[src/rtl/vga_timing_gen.sv]
// Parametrised VGA raster timing generator with independent horizontal/vertical counters.
// Every output is a register decoded from next-state counters, so all fields describe one pixel.
module vga_timing_gen #(
  parameter int unsigned H_VIS  = 640,
  parameter int unsigned H_FP   = 16,
  parameter int unsigned H_SYNC = 96,
  parameter int unsigned H_BP   = 48,
  parameter int unsigned V_VIS  = 480,
  parameter int unsigned V_FP   = 10,
  parameter int unsigned V_SYNC = 2,
  parameter int unsigned V_BP   = 33,
  parameter bit          H_POL  = 1'b0,
  parameter bit          V_POL  = 1'b0,
  parameter int unsigned CW     = 10,
  parameter int unsigned FCW    = 16
) (
  input  logic           pixelClk,
  input  logic           locked,
  input  logic           en,
  output logic           hSync,
  output logic           vSync,
  output logic           hVis,
  output logic           vVis,
  output logic           de,
  output logic [CW-1:0]  xCor,
  output logic [CW-1:0]  yCor,
  output logic           lineStart,
  output logic           frameStart,
  output logic [FCW-1:0] frameCount
);

  localparam int unsigned H_TOT = H_VIS + H_FP + H_SYNC + H_BP;
  localparam int unsigned V_TOT = V_VIS + V_FP + V_SYNC + V_BP;

  // Inclusive region bounds keep every constant representable in CW bits.
  localparam logic [CW-1:0] H_LAST      = CW'(H_TOT - 1);
  localparam logic [CW-1:0] H_VIS_LAST  = CW'(H_VIS - 1);
  localparam logic [CW-1:0] H_SYNC_FST  = CW'(H_VIS + H_FP);
  localparam logic [CW-1:0] H_SYNC_LAST = CW'(H_VIS + H_FP + H_SYNC - 1);
  localparam logic [CW-1:0] V_LAST      = CW'(V_TOT - 1);
  localparam logic [CW-1:0] V_VIS_LAST  = CW'(V_VIS - 1);
  localparam logic [CW-1:0] V_SYNC_FST  = CW'(V_VIS + V_FP);
  localparam logic [CW-1:0] V_SYNC_LAST = CW'(V_VIS + V_FP + V_SYNC - 1);

  typedef enum logic {
    ST_IDLE = 1'b0,
    ST_RUN  = 1'b1
  } state_e;

  state_e         state_q, state_d;
  logic [CW-1:0]  x_q, x_d;
  logic [CW-1:0]  y_q, y_d;
  logic [FCW-1:0] fc_q, fc_d;
  logic           hsync_q, hsync_d;
  logic           vsync_q, vsync_d;
  logic           hvis_q, hvis_d;
  logic           vvis_q, vvis_d;
  logic           de_q, de_d;
  logic           ls_q, ls_d;
  logic           fs_q, fs_d;
  logic           load_c;

  // Next-state counters, then output decode of the pixel those counters will show.
  always_comb begin
    state_d = state_q;
    x_d     = x_q;
    y_d     = y_q;
    fc_d    = fc_q;
    ls_d    = 1'b0;
    fs_d    = 1'b0;
    load_c  = 1'b0;
    hsync_d = hsync_q;
    vsync_d = vsync_q;
    hvis_d  = hvis_q;
    vvis_d  = vvis_q;
    de_d    = de_q;

    case (state_q)
      ST_IDLE: begin
        if (en) begin
          state_d = ST_RUN;
          fc_d    = fc_q + FCW'(1);
          ls_d    = 1'b1;
          fs_d    = 1'b1;
          load_c  = 1'b1;
        end
      end
      ST_RUN: begin
        if (en) begin
          load_c = 1'b1;
          if (x_q == H_LAST) begin
            x_d  = '0;
            ls_d = 1'b1;
            if (y_q == V_LAST) begin
              y_d  = '0;
              fc_d = fc_q + FCW'(1);
              fs_d = 1'b1;
            end else begin
              y_d = y_q + CW'(1);
            end
          end else begin
            x_d = x_q + CW'(1);
          end
        end
      end
      default: state_d = ST_IDLE;
    endcase

    if (load_c) begin
      hvis_d  = (x_d <= H_VIS_LAST);
      vvis_d  = (y_d <= V_VIS_LAST);
      de_d    = hvis_d & vvis_d;
      hsync_d = ((x_d >= H_SYNC_FST) && (x_d <= H_SYNC_LAST)) ? H_POL : ~H_POL;
      vsync_d = ((y_d >= V_SYNC_FST) && (y_d <= V_SYNC_LAST)) ? V_POL : ~V_POL;
    end
  end

  // Loss of PLL lock returns everything to idle values immediately.
  always_ff @(posedge pixelClk or negedge locked) begin
    if (!locked) begin
      state_q <= ST_IDLE;
      x_q     <= '0;
      y_q     <= '0;
      fc_q    <= '0;
      hsync_q <= ~H_POL;
      vsync_q <= ~V_POL;
      hvis_q  <= 1'b0;
      vvis_q  <= 1'b0;
      de_q    <= 1'b0;
      ls_q    <= 1'b0;
      fs_q    <= 1'b0;
    end else begin
      state_q <= state_d;
      x_q     <= x_d;
      y_q     <= y_d;
      fc_q    <= fc_d;
      hsync_q <= hsync_d;
      vsync_q <= vsync_d;
      hvis_q  <= hvis_d;
      vvis_q  <= vvis_d;
      de_q    <= de_d;
      ls_q    <= ls_d;
      fs_q    <= fs_d;
    end
  end

  assign hSync      = hsync_q;
  assign vSync      = vsync_q;
  assign hVis       = hvis_q;
  assign vVis       = vvis_q;
  assign de         = de_q;
  assign xCor       = x_q;
  assign yCor       = y_q;
  assign lineStart  = ls_q;
  assign frameStart = fs_q;
  assign frameCount = fc_q;

endmodule

[config.mk]
export PLATFORM = sky130hd
export DESIGN_NAME = vga_timing_gen
export DESIGN_NICKNAME = d
export VERILOG_FILES = /design/src/rtl/vga_timing_gen.sv
export SDC_FILE = /design/constraint.sdc
export NUM_CORES = 1
export LEC_CHECK = 0
export CORE_MARGIN = 3
export CORE_UTILIZATION = 25
export CTS_CLUSTER_DIAMETER = 30
export DETAILED_ROUTE_END_ITERATION = 10
export GPL_ROUTABILITY_DRIVEN = 1
export SLEW_MARGIN = 0
export SYNTH_ARGS = -nofsm -noshare
export SYNTH_HDL_FRONTEND = slang
export SYNTH_SLANG_ARGS = --single-unit
[constraint.sdc]
create_clock -name pixelClk -period 3 [get_ports pixelClk]
set_clock_uncertainty 0.1 [all_clocks]
set_input_delay 0.6 -clock pixelClk [delete_from_list [all_inputs] [get_ports pixelClk]]
set_output_delay 0.6 -clock pixelClk [all_outputs]
set_load 0.03 [all_outputs]
Word-level counts from Yosys, hierarchy flattened
Index checks and enable logic that the tools add are counted.
- bits in registers: 44
- bitwise logic cells: 2
- eq/ne operators: 6
- muxes and demuxes: 23
- $add $sub $neg: 3
- reduce and logical (&&, ||, !) cells: 3
- order comparisons: 6
- operators with widths (kind ; number):
    $mux 10 ; 7
    $mux 16 ; 4
    $pmux 16 s2 ; 1
    $add 10x1->10 const B ; 2
    $eq 10x10->1 const B ; 2
    $le 10x10->1 const B ; 2
    $le 10x9->1 const B ; 2
    $add 16x1->16 const B ; 1
    $ge 10x10->1 const B ; 1
    $ge 10x9->1 const B ; 1
    $mux 1 ; 9
    $ne 2x1->1 const B ; 2
    $ne 2x2->1 const B ; 2
    $pmux 1 s2 ; 2
    $reduce_and 4->1 ; 1
    $logic_and 1x1->1 ; 2
    $and 1x1->1 ; 1
    $not 1->1 ; 1

Longest topological paths before layout
Gate-level depths: netlist (run 1).
- depth after elaboration: 8
- gate-level depth with buffers: 8

Worst setup path after synthesis (run 1)
OpenSTA, ideal clock, no wires.
- path kind: register -> register
- start: register y_q[0], in the netlist yCor[0]
- end: register fc_q[9], in the netlist frameCount[9]
- setup slack: 0.815 ns
- arrival: 2.004 ns
- path buffers: 0
- stages on the path, launching flop included: 9
- clock period less this slack: 2.185 ns
- path through: dfrtp_1 -> inv_1 -> ha_1 -> and4bb_1 -> nand4_4 -> o21ai_4 -> nand4_2 -> nor4_2 -> xor2_1
- cells in the longest elaborated chain, start to end: 3
- RTL lines (item ; RTL line ; source):
    start: declaration ; 52 ; logic [CW-1:0] y_q, y_d;
    start signal: assignment ; 135 ; y_q <= y_d;
    $eq 10x10->1 ; 94 ; if (y_q == V_LAST) begin
    $ne 2x1->1 (no source line) ; n/a ;
    $reduce_and 4->1 (no source line) ; n/a ;
    end signal: assignment ; 124 ; fc_q <= '0;
    end signal: assignment ; 136 ; fc_q <= fc_d;
    end: declaration ; 53 ; logic [FCW-1:0] fc_q, fc_d;
Every way passes these cells.
A chain may end at the register's enable or synchronous reset.

Worst setup path in the final report (run 1)
- start: input en
- end: register de_q, in the netlist de
- cells in the longest elaborated chain, start to end: 4
- elaborated cells between the ends (all ways): 8
- classes of those cells: 2 x order compare; 5 x mux; 1 x bitwise
- RTL lines (item ; RTL line ; source):
    start: declaration ; 19 ; input logic en,
    $mux 10 ; 89 ; if (en) begin
    $mux 10 ; 78 ; case (state_q)
    via y_d[9] ; 52 ;
    $le 10x9->1 ; 111 ; vvis_d = (y_d <= V_VIS_LAST);
    $and 1x1->1 ; 112 ; de_d = hvis_d & vvis_d;
    end signal: assignment ; 129 ; de_q <= 1'b0;
    end signal: assignment ; 141 ; de_q <= de_d;
    end: declaration ; 58 ; logic de_q, de_d;
The timed path passes the listed nets, and every way through them passes these cells.

==> flow_summary.json, run 1 <==
{
  "status": "finished, final reports clean",
  "core_sq_um": 8980,
  "synthSimpleGateAreaFrac_pct": 27.7,
  "cp_cell_sequence": "clkdlybuf4s50_1 > and2_1 > nand4_2 > buf_4 > a21oi_1 > o21ai_1 > or2_1 > o32ai_1",
  "worstSetupEndpointType": "register",
  "synthCells": 240,
  "synth_top_cell_area_share_pct": 44.3,
  "synth_xor_area_share_pct": 9.96,
  "drive_above_1_share_pct": 11.5,
  "yosysTopAreaCell": "dfrtp_1",
  "drt-total-wl_mm": 5.53,
  "rsz0062_at_grt": "false",
  "cts_tree": "done",
  "detailedPlace.worstSlack_ps": 264,
  "finalSetupViolations": 0,
  "maxCapViolCount": 0,
  "synth.distinct_cells": 57,
  "avgSynthCellArea_sq_um": 9.89,
  "critPathSlowestCell": "clkdlybuf4s50_1",
  "grt_max_degree": 28,
  "hold_viol_final": 0,
  "p_leak_nw": 1.33,
  "ys.warnings.count": 0,
  "criticalPathCategory": "primary input to register",
  "clock_latency_ps": 290,
  "busiest_layer": "met2",
  "place_hpwl_mm": 4.14,
  "yosys-top-cells-area": "dfrtp_1, xnor2_1, xor2_1",
  "grt_use_met1_pct": 15.8,
  "clk_pin_slew_ps": 90,
  "synthFlopType": "dfrtp_1",
  "crit_arrival_ps": 2540,
  "gr-usage-all-layers_pct": 10.7,
  "io_pins": 46,
  "use_met2_pct": 16.0,
  "root_buffer": "clkbuf_8",
  "overflow": 0,
  "synth-seq-cells": 44,
  "finalCritPeriodShare_pct": 81.4,
  "hold_buffers": 0,
  "grt_pass1_wl_mm": 9.11,
  "critical_path.max_fanout": 7,
  "synth_seq_area_share_pct": 46.5,
  "wl_per_cell_um": 13.3,
  "ant_nets": 0,
  "via_per_inst": 4.60,
  "fin_cells": 414,
  "initial_core_util_pct": 26.4,
  "synthToLayoutAreaGrowth_pct": 30.1,
  "fin_ws_ps": 557,
  "cts_buffer_depth": 2,
  "clock_sinks": 44,
  "hold_class": "primary input to asynchronous set/reset pin",
  "fmax_mhz": 409,
  "post_cts_buffers": 0,
  "synth_compound_area_share_pct": 9.12,
  "fin_crit_ps": 2440,
  "slew_headroom_pct": 72.0,
  "ir_drop_v": 0.000147,
  "dr.pass1.iters": 4,
  "async_flop_share_pct": 100,
  "cts_max_level": 2,
  "io_buffer_count": 45,
  "cts_buffers": 5,
  "grt_use_met3_pct": 2.41,
  "drtIter0Drc": 54,
  "num_antenna_cells": 0,
  "max_slew.worst_pin.slew_ps": 420,
  "drc": 0,
  "muxShareOfSynthArea_pct": 0.896,
  "syn_area_sq_um": 2370,
  "nets": 294,
  "post_cts_resize_count": 0,
  "gp_congestion": 0.790,
  "synth_adder_area_share_pct": 2.11,
  "dp.cells": 406,
  "slew_viol_final": 0,
  "synth_edf_count": 0,
  "die_w_um": 103,
  "p_per_area_nw_per_um2": 470,
  "rows": 34,
  "antenna_found_initial": 0,
  "holdWs_ps": 127,
  "tns_ps": 0,
  "startpoint_type": "primary input",
  "critPathMaxStageDelay_ps": 640,
  "synth_top_family_by_area": "simple AND/OR/NAND/NOR gates",
  "crit_required_ps": 3100,
  "num_vias": 1906,
  "dieArea_sq_um": 10700,
  "synth_nets": 247,
  "grt_pass1_vias": 1814,
  "die_height_um": 103
}
## cell families (layout without fill, tap and decap cells)
family | count (synthesis) | after routing
multiplexers | 2 | 2
XOR/XNOR | 27 | 27
adder cells (fa/ha/maj) | 4 | 4
buffers and inverters | 19 | 67
AO/OA/AOI/OAI | 32 | 32
AND/OR/NAND/NOR | 112 | 112
flip-flops | 44 | 44
## stage by stage
stage          total power (W)  instance area (sq um)  utilization [%]
2_1_floorplan         0.000882                   2370                -
3_3_place_gp          0.000985                   2970             33.0
3_5_place_dp          0.000986                   2970             33.0
4_1_cts                0.00148                   3090             34.4
5_1_grt                0.00154                   3090             34.4
6_report               0.00145                   3090             34.4
## per-layer routing
metal | up-vias | routed length (um)
met3 | 6 | 243
met5 | - | 0
li1 | 941 | -
met1 | 921 | 2750
met2 | 38 | 2480
met4 | 0 | 48
## placed cells by master (no fill, tap or decap), drive strengths merged, types with 2 or more instances in the layout
master / n
nand2b: 2
or2: 2
nand2: 27
xnor2: 15
nor2: 17
clkbuf: 6
or3: 2
dfstp: 2
nand4: 11
ha: 4
and2: 3
buf: 8
nor3: 8
nand3: 17
and4: 4
nor2b: 2
dfrtp: 42
and4bb: 2
o2bb2ai: 2
and3: 8
o21ai: 12
a21oi: 7
nor4: 2
clkdlybuf4s50: 44
inv: 7
xor2: 12
## final timing paths
check,slack (ps),cells after the start,start,end
max in group asynchronous,1910,2,locked,hSync
worst max register to register,720,8,yCor[0],frameCount[15]
worst max-delay path,560,8,en,de
min in group pixelClk,390,1,frameCount[15],frameCount[15]
worst min register to register,390,1,frameCount[15],frameCount[15]
worst min-delay path,130,1,locked,frameStart
## synthesized netlist by cell type, drive strengths merged (3+ instances only)
| cell type | number |
|---|---|
| xnor2 | 15 |
| and4 | 4 |
| nand3 | 17 |
| a21oi | 7 |
| nor2 | 17 |
| clkbuf | 5 |
| nor3 | 8 |
| nand4 | 11 |
| o21ai | 12 |
| dfrtp | 42 |
| ha | 4 |
| and2 | 3 |
| xor2 | 12 |
| inv | 7 |
| buf | 7 |
| nand2 | 27 |
| and3 | 8 |
## report_power, final
| group | internal [W] | switching, W |
|---|---|---|
| combinational | 0.000119 | 0.000155 |
| clock | 0.000273 | 0.000210 |
| sequential | 0.000627 | 0.0000685 |
| total | 0.00102 | 0.000433 |
## flip-flops by register name (all words and copies together), names as in the netlist
signal      cells
xCor           10
frameStart      1
hVis            1
lineStart       1
frameCount     16
yCor           10
state_q         1
hSync           1
de              1
vSync           1
vVis            1
## critical path, delay by kind of cell
family                 cells  cell delay, ps
AO/OA/AOI/OAI              3             440
buffers and inverters      2             860
AND/OR/NAND/NOR            3             650
## area by class of cell
class | count | area [sq um]
fillers | 907 | 5890
multi-input cells | 177 | 1180
flip-flops and latches | 44 | 1100
repair buffers | 52 | 498
well taps | 126 | 158
clock buffers | 6 | 82.6
clock inverters | 2 | 38.8
inverters | 7 | 26.3
No activity file was read; power rests on OpenSTA's default activity.
==> inputs of run 2 (changes only) <==
- clock period: 3 -> 2.4 ns (I/O delays scaled with it)
==> run 2 against run 1 <==
  * Via count rose by 3.7%
  * Non-clock buffer count grew 18
  * Die area unchanged
  * Cell count grew 4.3%
  * Largest cell class unchanged
==> flow_summary.json, run 2 (synthesis results as in run 1) <==
{
  "multi_input_area_sq_um": 1190,
  "cts_max_level": 2,
  "core_sq_um": 8980,
  "drtIter0Drc": 80,
  "root_buffer": "clkbuf_8",
  "antenna_found_initial": 0,
  "dp.cells": 423,
  "holdWs_ps": 54.7,
  "hold_viol_final": 0,
  "p_per_area_nw_per_um2": 572,
  "drc": 0,
  "layout_common_cells": "clkdlybuf4s50_1, dfrtp_1, nand2_1",
  "finalInstanceArea_sq_um": 3220,
  "crit_arrival_ps": 2350,
  "place_area_sq_um": 3090,
  "hold_class": "primary input to asynchronous set/reset pin",
  "detailedPlace.worstSlack_ps": -93.9,
  "hold_buffers": 0,
  "finalSetupViolations": 0,
  "slew_headroom_pct": 63.0,
  "via_per_inst": 4.58,
  "wl_per_cell_um": 13.4,
  "initial_core_util_pct": 26.4,
  "drt-total-wl_mm": 5.78,
  "largest_reg_flops": 16,
  "p_leak_nw": 1.41,
  "slew_viol_final": 0,
  "final_common_cell": "clkdlybuf4s50_1",
  "grt_pass1_wl_mm": 9.40,
  "critical_path.max_fanout": 9,
  "drive_above_1_share_pct": 17.0,
  "fin_cells": 432,
  "max_slew.worst_pin.slew_ps": 554,
  "gp_congestion": 0.881,
  "cts_buffers": 5,
  "crit_required_ps": 2500,
  "clock_sinks": 44,
  "dieArea_sq_um": 10700,
  "die_w_um": 103,
  "status": "finished, final reports clean",
  "clock_latency_ps": 300,
  "fin_crit_ps": 2250,
  "worstSetupEndpointType": "register",
  "cts_tree": "done",
  "die_height_um": 103,
  "num_antenna_cells": 0,
  "ant_nets": 0,
  "startpoint_type": "register",
  "num_vias": 1977,
  "io_pins": 46,
  "ir_drop_v": 0.000327,
  "dr.pass1.iters": 4,
  "place_hpwl_mm": 4.35,
  "rsz0062_at_grt": "false",
  "cts_buffer_depth": 2,
  "gr-usage-all-layers_pct": 11.0,
  "grt_max_degree": 24,
  "clk_pin_slew_ps": 90,
  "synthToLayoutAreaGrowth_pct": 35.8,
  "criticalPathCategory": "register to register",
  "finalCritPeriodShare_pct": 93.8,
  "nets": 312,
  "io_buffer_count": 45,
  "fill_cells": 914,
  "overflow": 0,
  "regArea_sq_um": 1100,
  "power.total_w": 0.00184,
  "rows": 34,
  "maxCapViolCount": 0,
  "grt_pass1_vias": 1911,
  "fin_ws_ps": 148,
  "fmax_mhz": 444
}
==> run 2: cell count changes in the layout (fill, tap and decap cells not counted), sizes merged <==
cell,previous run,this run
clkinv,1,0
inv,7,8
clkinvlp,0,1
clkbuf,6,5
buf,8,26
==> run 2: path summary, 6_finish.rpt <==
check	from	end	slack [ps]	depth (start not counted)
worst min-delay path	locked	state_q	50	1
min in group pixelClk	frameCount[15]	frameCount[15]	370	1
worst max-delay path	yCor[0]	frameCount[5]	150	9
max in group asynchronous	locked	frameCount[2]	1500	2
worst max register to register	yCor[0]	frameCount[5]	150	9
worst min register to register	frameCount[15]	frameCount[15]	370	1
==> run 2: worst max-delay path, stage by stage, from the launching register on <==
cell,delay [ps]
dfrtp_1,430
inv_1,100
ha_1,140
and4bb_1,250
nand4_4,200
o21ai_4,250
buf_4,150
and4_2,270
nand4_1,120
xnor2_1,140
==> run 2: what timing repair did <==
action,in CTS,in global routing
endpoints found under the hold margin,0,0
endpoints found under the setup margin,0,3
resized for setup,0,1
buffers inserted,0,1
==> run 2: cell type report <==
type	count	share of cell area, %
clock inverter	3	1.44
sequential	44	34.2
tap	126	4.89
multi-input combinational	177	36.8
timing repair buffer	70	19.6
inverter	7	0.815
clock buffer	5	2.14
==> run 2: power breakdown <==
group          internal [W]  leakage, nW  switching, W
clock network      0.000314       0.0548      0.000281
logic              0.000177        0.782      0.000220
registers          0.000784        0.576     0.0000683
total               0.00127         1.41      0.000569
==> run 2: metrics by stage <==
stage                     util, %  TNS (ps)
after floorplan                 -         0
after global placement       34.5     -45.7
after detailed placement     34.5      -183
after CTS                    35.8         0
after global routing         35.9         0
final                        35.9         0
==> run 2: per-layer routing <==
metal	GRT usage [%]	wire, um	up-vias
met5	0	0	-
met4	2.99	92	0
met1	16.3	2900	946
met2	15.7	2470	45
met3	3.09	314	8
li1	-	-	978
==> inputs of run 3 (changes only) <==
- GPL_ROUTABILITY_DRIVEN: 1 -> 0
==> results of run 3 <==
No change in the layout: final DEF, timing and power equal those of run 2.
